### config.mk
export PLATFORM = sky130hd
export DESIGN_NAME = touch_gesture_decoder
export DESIGN_NICKNAME = d
export VERILOG_FILES = /design/src/rtl/touch_gesture_decoder.sv
export SDC_FILE = /design/constraint.sdc
export NUM_CORES = 1
export LEC_CHECK = 0
export BUFFER_PORTS_ARGS = -buffer_cell sky130_fd_sc_hd__buf_2
export CAP_MARGIN = 5
export CORE_UTILIZATION = 35
export DETAILED_ROUTE_END_ITERATION = 8
export PLACE_DENSITY = 0.63
export SETUP_SLACK_MARGIN = 0.02
export SLEW_MARGIN = 5
export SYNTH_ARGS = -nofsm -noshare
export SYNTH_HDL_FRONTEND = slang
export SYNTH_SLANG_ARGS = --single-unit
### constraint.sdc
create_clock -name clk -period 1.8 [get_ports clk]
set_input_delay 0.45 -clock clk [delete_from_list [all_inputs] [get_ports clk]]
set_output_delay 0.45 -clock clk [all_outputs]
set_load 0.05 [all_outputs]
### src/rtl/touch_gesture_decoder.sv
// Classifies debounced touch presses as TAP, DOUBLE_TAP or LONG_PRESS using a
// prescaled tick timer, and hands each gesture out through a one-entry event register.
//
// state  | meaning
// IDLE   | no finger, waiting for a press
// PRESS1 | first press in progress, timing toward long press
// WAIT2  | released after a short press, waiting for a second press
// PRESS2 | second press in progress, double tap on release
// LONG   | long press already reported, waiting for release
module touch_gesture_decoder #(
    parameter int TICK_DIV       = 12000,
    parameter int LONG_TICKS     = 500,
    parameter int DTAP_GAP_TICKS = 250
) (
    input  logic       clk,
    input  logic       reset,
    input  logic       btn,
    output logic       evt_valid,
    output logic [1:0] evt_code,
    input  logic       evt_ready,
    output logic       held,
    output logic       evt_overrun
);

    localparam int PW = (TICK_DIV > 1) ? $clog2(TICK_DIV) : 1;
    localparam logic [1:0] CODE_TAP  = 2'b01;
    localparam logic [1:0] CODE_DTAP = 2'b10;
    localparam logic [1:0] CODE_LONG = 2'b11;

    typedef enum logic [2:0] {
        S_IDLE,
        S_PRESS1,
        S_WAIT2,
        S_PRESS2,
        S_LONG
    } state_t;

    state_t          state, state_n;
    logic [PW-1:0]   presc;
    logic [9:0]      dur;
    logic            btn_q;
    logic            tick, rise, fall;
    logic            expire_long, expire_gap;
    logic            new_evt;
    logic [1:0]      new_code;
    logic            accept;

    assign tick        = (presc == PW'(TICK_DIV - 1));
    assign rise        = btn & ~btn_q;
    assign fall        = ~btn & btn_q;
    assign expire_long = tick && (dur == 10'(LONG_TICKS - 1));
    assign expire_gap  = tick && (dur == 10'(DTAP_GAP_TICKS - 1));
    assign accept      = evt_valid & evt_ready;

    always_comb begin
        state_n  = state;
        new_evt  = 1'b0;
        new_code = 2'b00;
        case (state)
            S_IDLE: begin
                if (rise) state_n = S_PRESS1;
            end
            // Edges are checked before expiry so a coincident edge suppresses the event.
            S_PRESS1: begin
                if (fall) begin
                    state_n = S_WAIT2;
                end else if (expire_long) begin
                    state_n  = S_LONG;
                    new_evt  = 1'b1;
                    new_code = CODE_LONG;
                end
            end
            S_WAIT2: begin
                if (rise) begin
                    state_n = S_PRESS2;
                end else if (expire_gap) begin
                    state_n  = S_IDLE;
                    new_evt  = 1'b1;
                    new_code = CODE_TAP;
                end
            end
            S_PRESS2: begin
                if (fall) begin
                    state_n  = S_IDLE;
                    new_evt  = 1'b1;
                    new_code = CODE_DTAP;
                end
            end
            S_LONG: begin
                if (fall) state_n = S_IDLE;
            end
            default: state_n = S_IDLE;
        endcase
    end

    always_ff @(posedge clk) begin
        if (reset) begin
            state <= S_IDLE;
            presc <= '0;
            dur   <= '0;
            btn_q <= 1'b1;
            held  <= 1'b0;
        end else begin
            state <= state_n;
            btn_q <= btn;
            held  <= (state_n == S_LONG);
            presc <= tick ? '0 : presc + PW'(1);
            if (state_n != state) begin
                dur <= '0;
            end else if (tick && (dur != 10'h3FF)) begin
                dur <= dur + 10'd1;
            end
        end
    end

    // A new event never displaces an unread one; the loss is flagged instead.
    always_ff @(posedge clk) begin
        if (reset) begin
            evt_valid   <= 1'b0;
            evt_code    <= 2'b00;
            evt_overrun <= 1'b0;
        end else if (new_evt) begin
            if (!evt_valid || accept) begin
                evt_valid <= 1'b1;
                evt_code  <= new_code;
            end else begin
                evt_overrun <= 1'b1;
            end
        end else if (accept) begin
            evt_valid <= 1'b0;
            evt_code  <= 2'b00;
        end
    end

endmodule

==> flow_summary.ini, run 1 <==
[synthesis]
async_flop_share = 0
netlist-cell-type-count = 44
post_synth_inst_count = 216
synthesis.yosys.warnings = 0
synth-edff-count = 0
postSynthRegisterBits = 33
synth-main-ff-cell = sky130_fd_sc_hd__dfxtp_1
yosysSeqAreaShare = 0.357
syn_area_mm2 = 0.00185
synth_nets = 223
syn_area_per_cell_um2 = 8.56

[global_route]
antenna_found_initial = 0
groute.usage.overall = 0.151
grt_max_degree = 14
gr-total-overflow = 0
first_global_vias = 1406
first_pass_grt_wire_length_um = 6420

[timing]
setup-violations-final = 0
slew_headroom = 0.721
skew_final_ns = 0.00783
fin_hold_ws_ns = 0.453
report.final.slew_viol_count = 0
worst_pin_slew_ns = 0.416
period_share = 0.960
max_clock_freq_mhz = 578
timing.final.crit_period_ns = 1.73
unrepaired_setup_endpoints_after_global_routing = yes
timing_hold_violations_final = 0
fin_setup_tns_ns = 0

[power]
p_sw_frac = 0.223
ir_worst_vdd_uv = 246
power.share.clock = 0.427
power_frac_seq = 0.522
pwr-share-comb = 0.050
switching_power_uw = 319
internal-power_mw = 1.11
leakage_nw = 0.808
power-per-cell-area_mw_per_mm2 = 622

[drt]
wl_per_cell_um = 12.6
detailedRoute.firstIterationViolations = 97
routed_via_density = 5.05
drc_errors = 0
route.final.wire_length_um = 3940
via_count = 1580
antenna_violating_nets_post_route = 0
length_of_the_first_detailed_routing_pass_in_iterations = 4

[hold_path]
timing.hold.worst_path_depth = 2
hp-class = in2reg

[floorplanning]
num_io_pins = 9
initial_utilization = 0.362
die_h_um = 74.7
coreArea_mm2 = 0.00511
floorplan.die_area_mm2 = 0.00557
fp-row-count = 26
die_extent_in_x_um = 74.7

[critical_path]
cp-startpoint = dur[1]
reg2reg_from = dur[1]
crit_path_start_kind = flop
critPathRequiredTime_ns = 1.96
worst_r2r_path_depth = 8
capture_point_of_the_worst_reg_to_reg_path = dur[1]
crit_path_end = dur[1]
timing.setup.critical_path_class = reg2reg
critPathMaxFanout = 5
cp.arrival_ns = 1.89
cp-end-kind = flop
worst-r2r-setup-slack_ns = 0.07

[clock_tree]
clkTransAtPathRegs_ns = 0.07
clkSinkCount = 33
h-tree-depth = 2
cts_tree = built
clock-root-buffer = sky130_fd_sc_hd__clkbuf_8
clockBufferDepth = 2
cts.hold.buffers_added = 0
clock_latency_ns = 0.28
cts_inserted_buffers = 5

[placement]
globalplace.congestion = 0.838
place_hpwl_um = 2690
io_buffer_count = 8

[cells_and_area]
final.fill_count = 477
num-nets-final = 249
syn_to_final_growth_pct = 24.6
final_layout_size_suffix_gt1_frac = 0.288
n_antenna_cell = 0

[status]
status = finished clean

[run]
maxCapViolCount = 0
-- layout make-up --
cell class                      instances  area (um2)  area share
Multi-Input combinational cell        170        1240       0.539
Sequential cell                        33         668       0.290
Timing Repair Buffer                   26         183      0.0793
Clock buffer                            7        96.3      0.0418
Tap cell                               70        87.6      0.0380
Inverter                                6        22.5     0.00978
Clock inverter                          1        5.00     0.00217
-- cell usage in the layout (no fill, tap or decap), types with 3 or more instances in the layout --
master and count:
sky130_fd_sc_hd__nor4_2 3, sky130_fd_sc_hd__o31ai_1 3, sky130_fd_sc_hd__nor2_1 29, sky130_fd_sc_hd__nor3_1 6
sky130_fd_sc_hd__nor2b_1 4, sky130_fd_sc_hd__nor2_2 4, sky130_fd_sc_hd__clkbuf_8 7, sky130_fd_sc_hd__nand2b_1 6
sky130_fd_sc_hd__o21ai_0 5, sky130_fd_sc_hd__dfxtp_2 6, sky130_fd_sc_hd__inv_1 5, sky130_fd_sc_hd__and3_1 4
sky130_fd_sc_hd__xor2_1 6, sky130_fd_sc_hd__buf_2 8, sky130_fd_sc_hd__buf_4 16, sky130_fd_sc_hd__and4b_1 3
sky130_fd_sc_hd__nand3_1 12, sky130_fd_sc_hd__and4_1 4, sky130_fd_sc_hd__nand2_1 18, sky130_fd_sc_hd__dfxtp_1 27
sky130_fd_sc_hd__nor4_4 4, sky130_fd_sc_hd__xnor2_1 15, sky130_fd_sc_hd__nand4_1 5, sky130_fd_sc_hd__a21oi_1 5
sky130_fd_sc_hd__nor3b_1 3
-- per-layer routing --
layer,wire [um],global-route usage,vias to the layer above,part of all wire
li1,-,-,815,-
met1,1830,0.195,735,0.46
met2,1930,0.243,26,0.49
met3,117,0.0402,4,0.030
met4,59,0.0566,0,0.015
met5,0,0,-,0
-- critical path, cell delays in order (launching register included) --
cell,delay (ns)
sky130_fd_sc_hd__dfxtp_2,0.34
sky130_fd_sc_hd__inv_2,0.06
sky130_fd_sc_hd__ha_4,0.11
sky130_fd_sc_hd__nor4b_4,0.17
sky130_fd_sc_hd__buf_4,0.15
sky130_fd_sc_hd__nand4_1,0.13
sky130_fd_sc_hd__or3_4,0.46
sky130_fd_sc_hd__nand3b_4,0.14
sky130_fd_sc_hd__a21oi_2,0.04
-- sequential cells by signal, summed over array words and instances (netlist names) --
register and flops:
evt_valid 1, held 1, btn_q 1, evt_code 2, presc 14, state 3, evt_overrun 1, dur 10
-- worst min-delay path by stage --
stage                            from          end
after detailed placement  evt_overrun  evt_overrun
after CTS                         btn        btn_q
after global routing              btn        btn_q
after floorplan              presc[0]     presc[0]
after global placement    evt_overrun  evt_overrun
final                             btn        btn_q
-- metrics by stage --
step	util	total power, mW	worst slack, ns	cell area, um2	instances
2_1_floorplan	-	0.806	0.0397	1860	216
3_3_place_gp	0.402	0.828	0.0117	2060	302
3_5_place_dp	0.402	0.829	-0.0291	2060	302
4_1_cts	0.427	1.45	0.0203	2180	311
5_1_grt	0.451	1.50	-0.0187	2300	313
6_report	0.451	1.43	0.0712	2300	313
-- power groups by stage --
stage	sequential, mW	combinational, mW	clock [mW]
final	0.748	0.0723	0.612
after CTS	0.747	0.0675	0.631
after detailed placement	0.764	0.0654	0
after global placement	0.763	0.0647	0
after global routing	0.749	0.0801	0.669
after floorplan	0.762	0.0440	0
-- cell families after synthesis --
logic type      after synthesis  share of synthesized area
fa+ha+maj                     3                     0.0203
compound gates               20                     0.0663
buf+inv                      14                     0.0386
flops                        33                      0.357
xor+xnor                     21                     0.0995
simple gates                125                      0.418
-- synth_stat cells (all sizes together) (6+ instances only) --
cell / n / share of area
dfxtp: 33 / 0.36
nor2: 33 / 0.067
nand2: 18 / 0.037
xnor2: 15 / 0.071
nand3: 12 / 0.032
nor3: 7 / 0.019
nor4: 7 / 0.053
a21oi: 6 / 0.016
inv: 6 / 0.012
nand2b: 6 / 0.020
nand4: 6 / 0.028
o21ai: 6 / 0.016
xor2: 6 / 0.028
-- timing repair --
action,in CTS,in global routing
setup endpoints to repair,11,24
pin swaps,0,9
buffers inserted,0,2
resized for setup,2,29
gates cloned,1,0
(Power assumes the default switching activity.)
==> run 2: changes to the inputs <==
CORE_ASPECT_RATIO = 1.25   (was default)
==> run 2 against run 1 <==
Critical path depth down 2. Total power shrank 7.0%. Routed wire length decreased by 4.1%. Non-clock buffer count is 3 higher. Via count down 1.5%. Global-route usage fell by 0.61 points.
==> flow_summary.ini, run 2 (same netlist as run 1, synthesis figures left out) <==
[status]
status = finished clean

[timing]
worst_pin_slew_ns = 0.417
slew_headroom = 0.721
period_share = 0.966
skew_final_ns = 0.00477
timing_hold_violations_final = 0
timing.final.crit_period_ns = 1.74
unrepaired_setup_endpoints_after_global_routing = yes
max_clock_freq_mhz = 575
report.final.slew_viol_count = 0
setup-violations-final = 0

[critical_path]
cp.arrival_ns = 1.95
critical_path.slowest_cell = sky130_fd_sc_hd__or3_2
crit_path_start_kind = flop
crit_chain = ha_1, and4_4, nand4_4, buf_6, or3_2, a21oi_1
cp-end-kind = flop
timing.setup.critical_path_class = reg2reg
critical_path.n_buffers_inverters = 1
cpLargestDelayFamily = simple AND/OR/NAND/NOR gates
critPathRequiredTime_ns = 2.01
critPathMaxFanout = 11
timing.critical_path.slowest_cell_delay_ns = 0.45

[placement]
post_dp_cell_area_mm2 = 0.00207
io_buffer_count = 8
place_hpwl_um = 2700
globalplace.congestion = 0.801
placedCellCount = 297

[cells_and_area]
design_area_mm2 = 0.00225
final_common_cell = sky130_fd_sc_hd__nor2_1
num-nets-final = 252
instances_no_fill = 306
n_antenna_cell = 0
final_layout_size_suffix_gt1_frac = 0.258
largest_reg_flops = 14
reg.largest.list = presc: 14 flops, dur: 10 flops, state: 3 flops
largest_register = presc
syn_to_final_growth_pct = 21.6
layout.cells.most_common_list = sky130_fd_sc_hd__nor2_1, sky130_fd_sc_hd__dfxtp_1, sky130_fd_sc_hd__buf_4, sky130_fd_sc_hd__nand2_1, sky130_fd_sc_hd__xnor2_1
final.fill_count = 524

[drt]
antenna_violating_nets_post_route = 0
detailedRoute.firstIterationViolations = 70
route.final.wire_length_um = 3780
drc_errors = 0
via_count = 1556
length_of_the_first_detailed_routing_pass_in_iterations = 4
routed_via_density = 5.08
wl_per_cell_um = 12.3

[floorplanning]
num_io_pins = 9
floorplan.die_area_mm2 = 0.00558
coreArea_mm2 = 0.00508
die_h_um = 83.2
die_extent_in_x_um = 67.0
fp-row-count = 29
initial_utilization = 0.364

[power]
internal-power_mw = 1.02
p_sw_frac = 0.231
ir_worst_vdd_uv = 203
power_frac_seq = 0.561
power-per-cell-area_mw_per_mm2 = 592
leakage_nw = 0.812
pwr-share-comb = 0.056
switching_power_uw = 308
power.share.clock = 0.383

[clock_tree]
h-tree-depth = 2
cts_tree = built
clkTransAtPathRegs_ns = 0.06
clkSinkCount = 33
clock_latency_ns = 0.28
clock-root-buffer = sky130_fd_sc_hd__clkbuf_8
cts_inserted_buffers = 5
clockBufferDepth = 2

[global_route]
antenna_found_initial = 0
first_pass_grt_wire_length_um = 6350
grt_max_degree = 14
groute.usage.overall = 0.145
gr-total-overflow = 0
first_global_vias = 1445

[run]
maxCapViolCount = 0

[hold_path]
hp-class = in2reg
run 2: cell types whose count changed in the layout (fill, tap and decap cells not counted), moves of 3 or more:
cell	change
sky130_fd_sc_hd__nor2_1	+4
sky130_fd_sc_hd__dfxtp_2	-3
sky130_fd_sc_hd__buf_4	+4
sky130_fd_sc_hd__dfxtp_1	+3
sky130_fd_sc_hd__nor2_2	-4
run 2: repair_timing:
item                                    in CTS  in global routing
hold buffers                                 0                  0
gates resized for setup                      4                 13
cloned                                       1                  0
setup buffers                                0                  2
pin swaps                                    0                  6
endpoints found under the setup margin      11                 14
hold endpoints to repair                     0                  0
run 2: final cells by class:
class | count | area [um2] | share of cell area
clock buffers | 5 | 68.8 | 0.0306
clock inverters | 1 | 5.00 | 0.00223
inverters | 6 | 22.5 | 0.0100
multi-input cells | 170 | 1210 | 0.537
flip-flops and latches | 33 | 664 | 0.296
well taps | 62 | 77.6 | 0.0345
repair buffers | 29 | 201 | 0.0896
run 2: metal layers:
| metal | part of all wire | vias to the layer above | GRT usage |
|---|---|---|---|
| met5 | 0 | - | 0 |
| met4 | 0.013 | 0 | 0.0464 |
| met3 | 0.027 | 7 | 0.0247 |
| met2 | 0.51 | 24 | 0.262 |
| met1 | 0.45 | 716 | 0.167 |
| li1 | - | 809 | - |
run 2: final timing paths:
kind	cells past startpoint	slack (ns)	end	startpoint
setup / recovery	6	0.06	dur[1]	presc[0]
hold / removal	2	0.46	btn_q	btn
setup reg to reg	6	0.06	dur[1]	presc[0]
hold reg to reg	2	0.46	evt_overrun	evt_overrun
run 2: power by group through the flow:
stage	logic, mW	registers (mW)	clock network [mW]
after CTS	0.0729	0.746	0.524
after detailed placement	0.0686	0.763	0
final	0.0747	0.747	0.510
after global routing	0.0858	0.747	0.552
after global placement	0.0682	0.763	0
after floorplan	0.0440	0.762	0
run 2: metrics by stage:
stage	power, mW	setup slack [ns]	hold slack, ns	utilization	setup TNS [ns]
2_1_floorplan	0.806	0.0397	0.426	-	0
3_3_place_gp	0.831	-0.0284	0.442	0.407	-0.282
3_5_place_dp	0.832	-0.0617	0.449	0.407	-0.475
4_1_cts	1.34	-0.0394	0.460	0.429	-0.0394
5_1_grt	1.39	-0.0235	0.475	0.442	-0.0467
6_report	1.33	0.0606	0.455	0.442	0
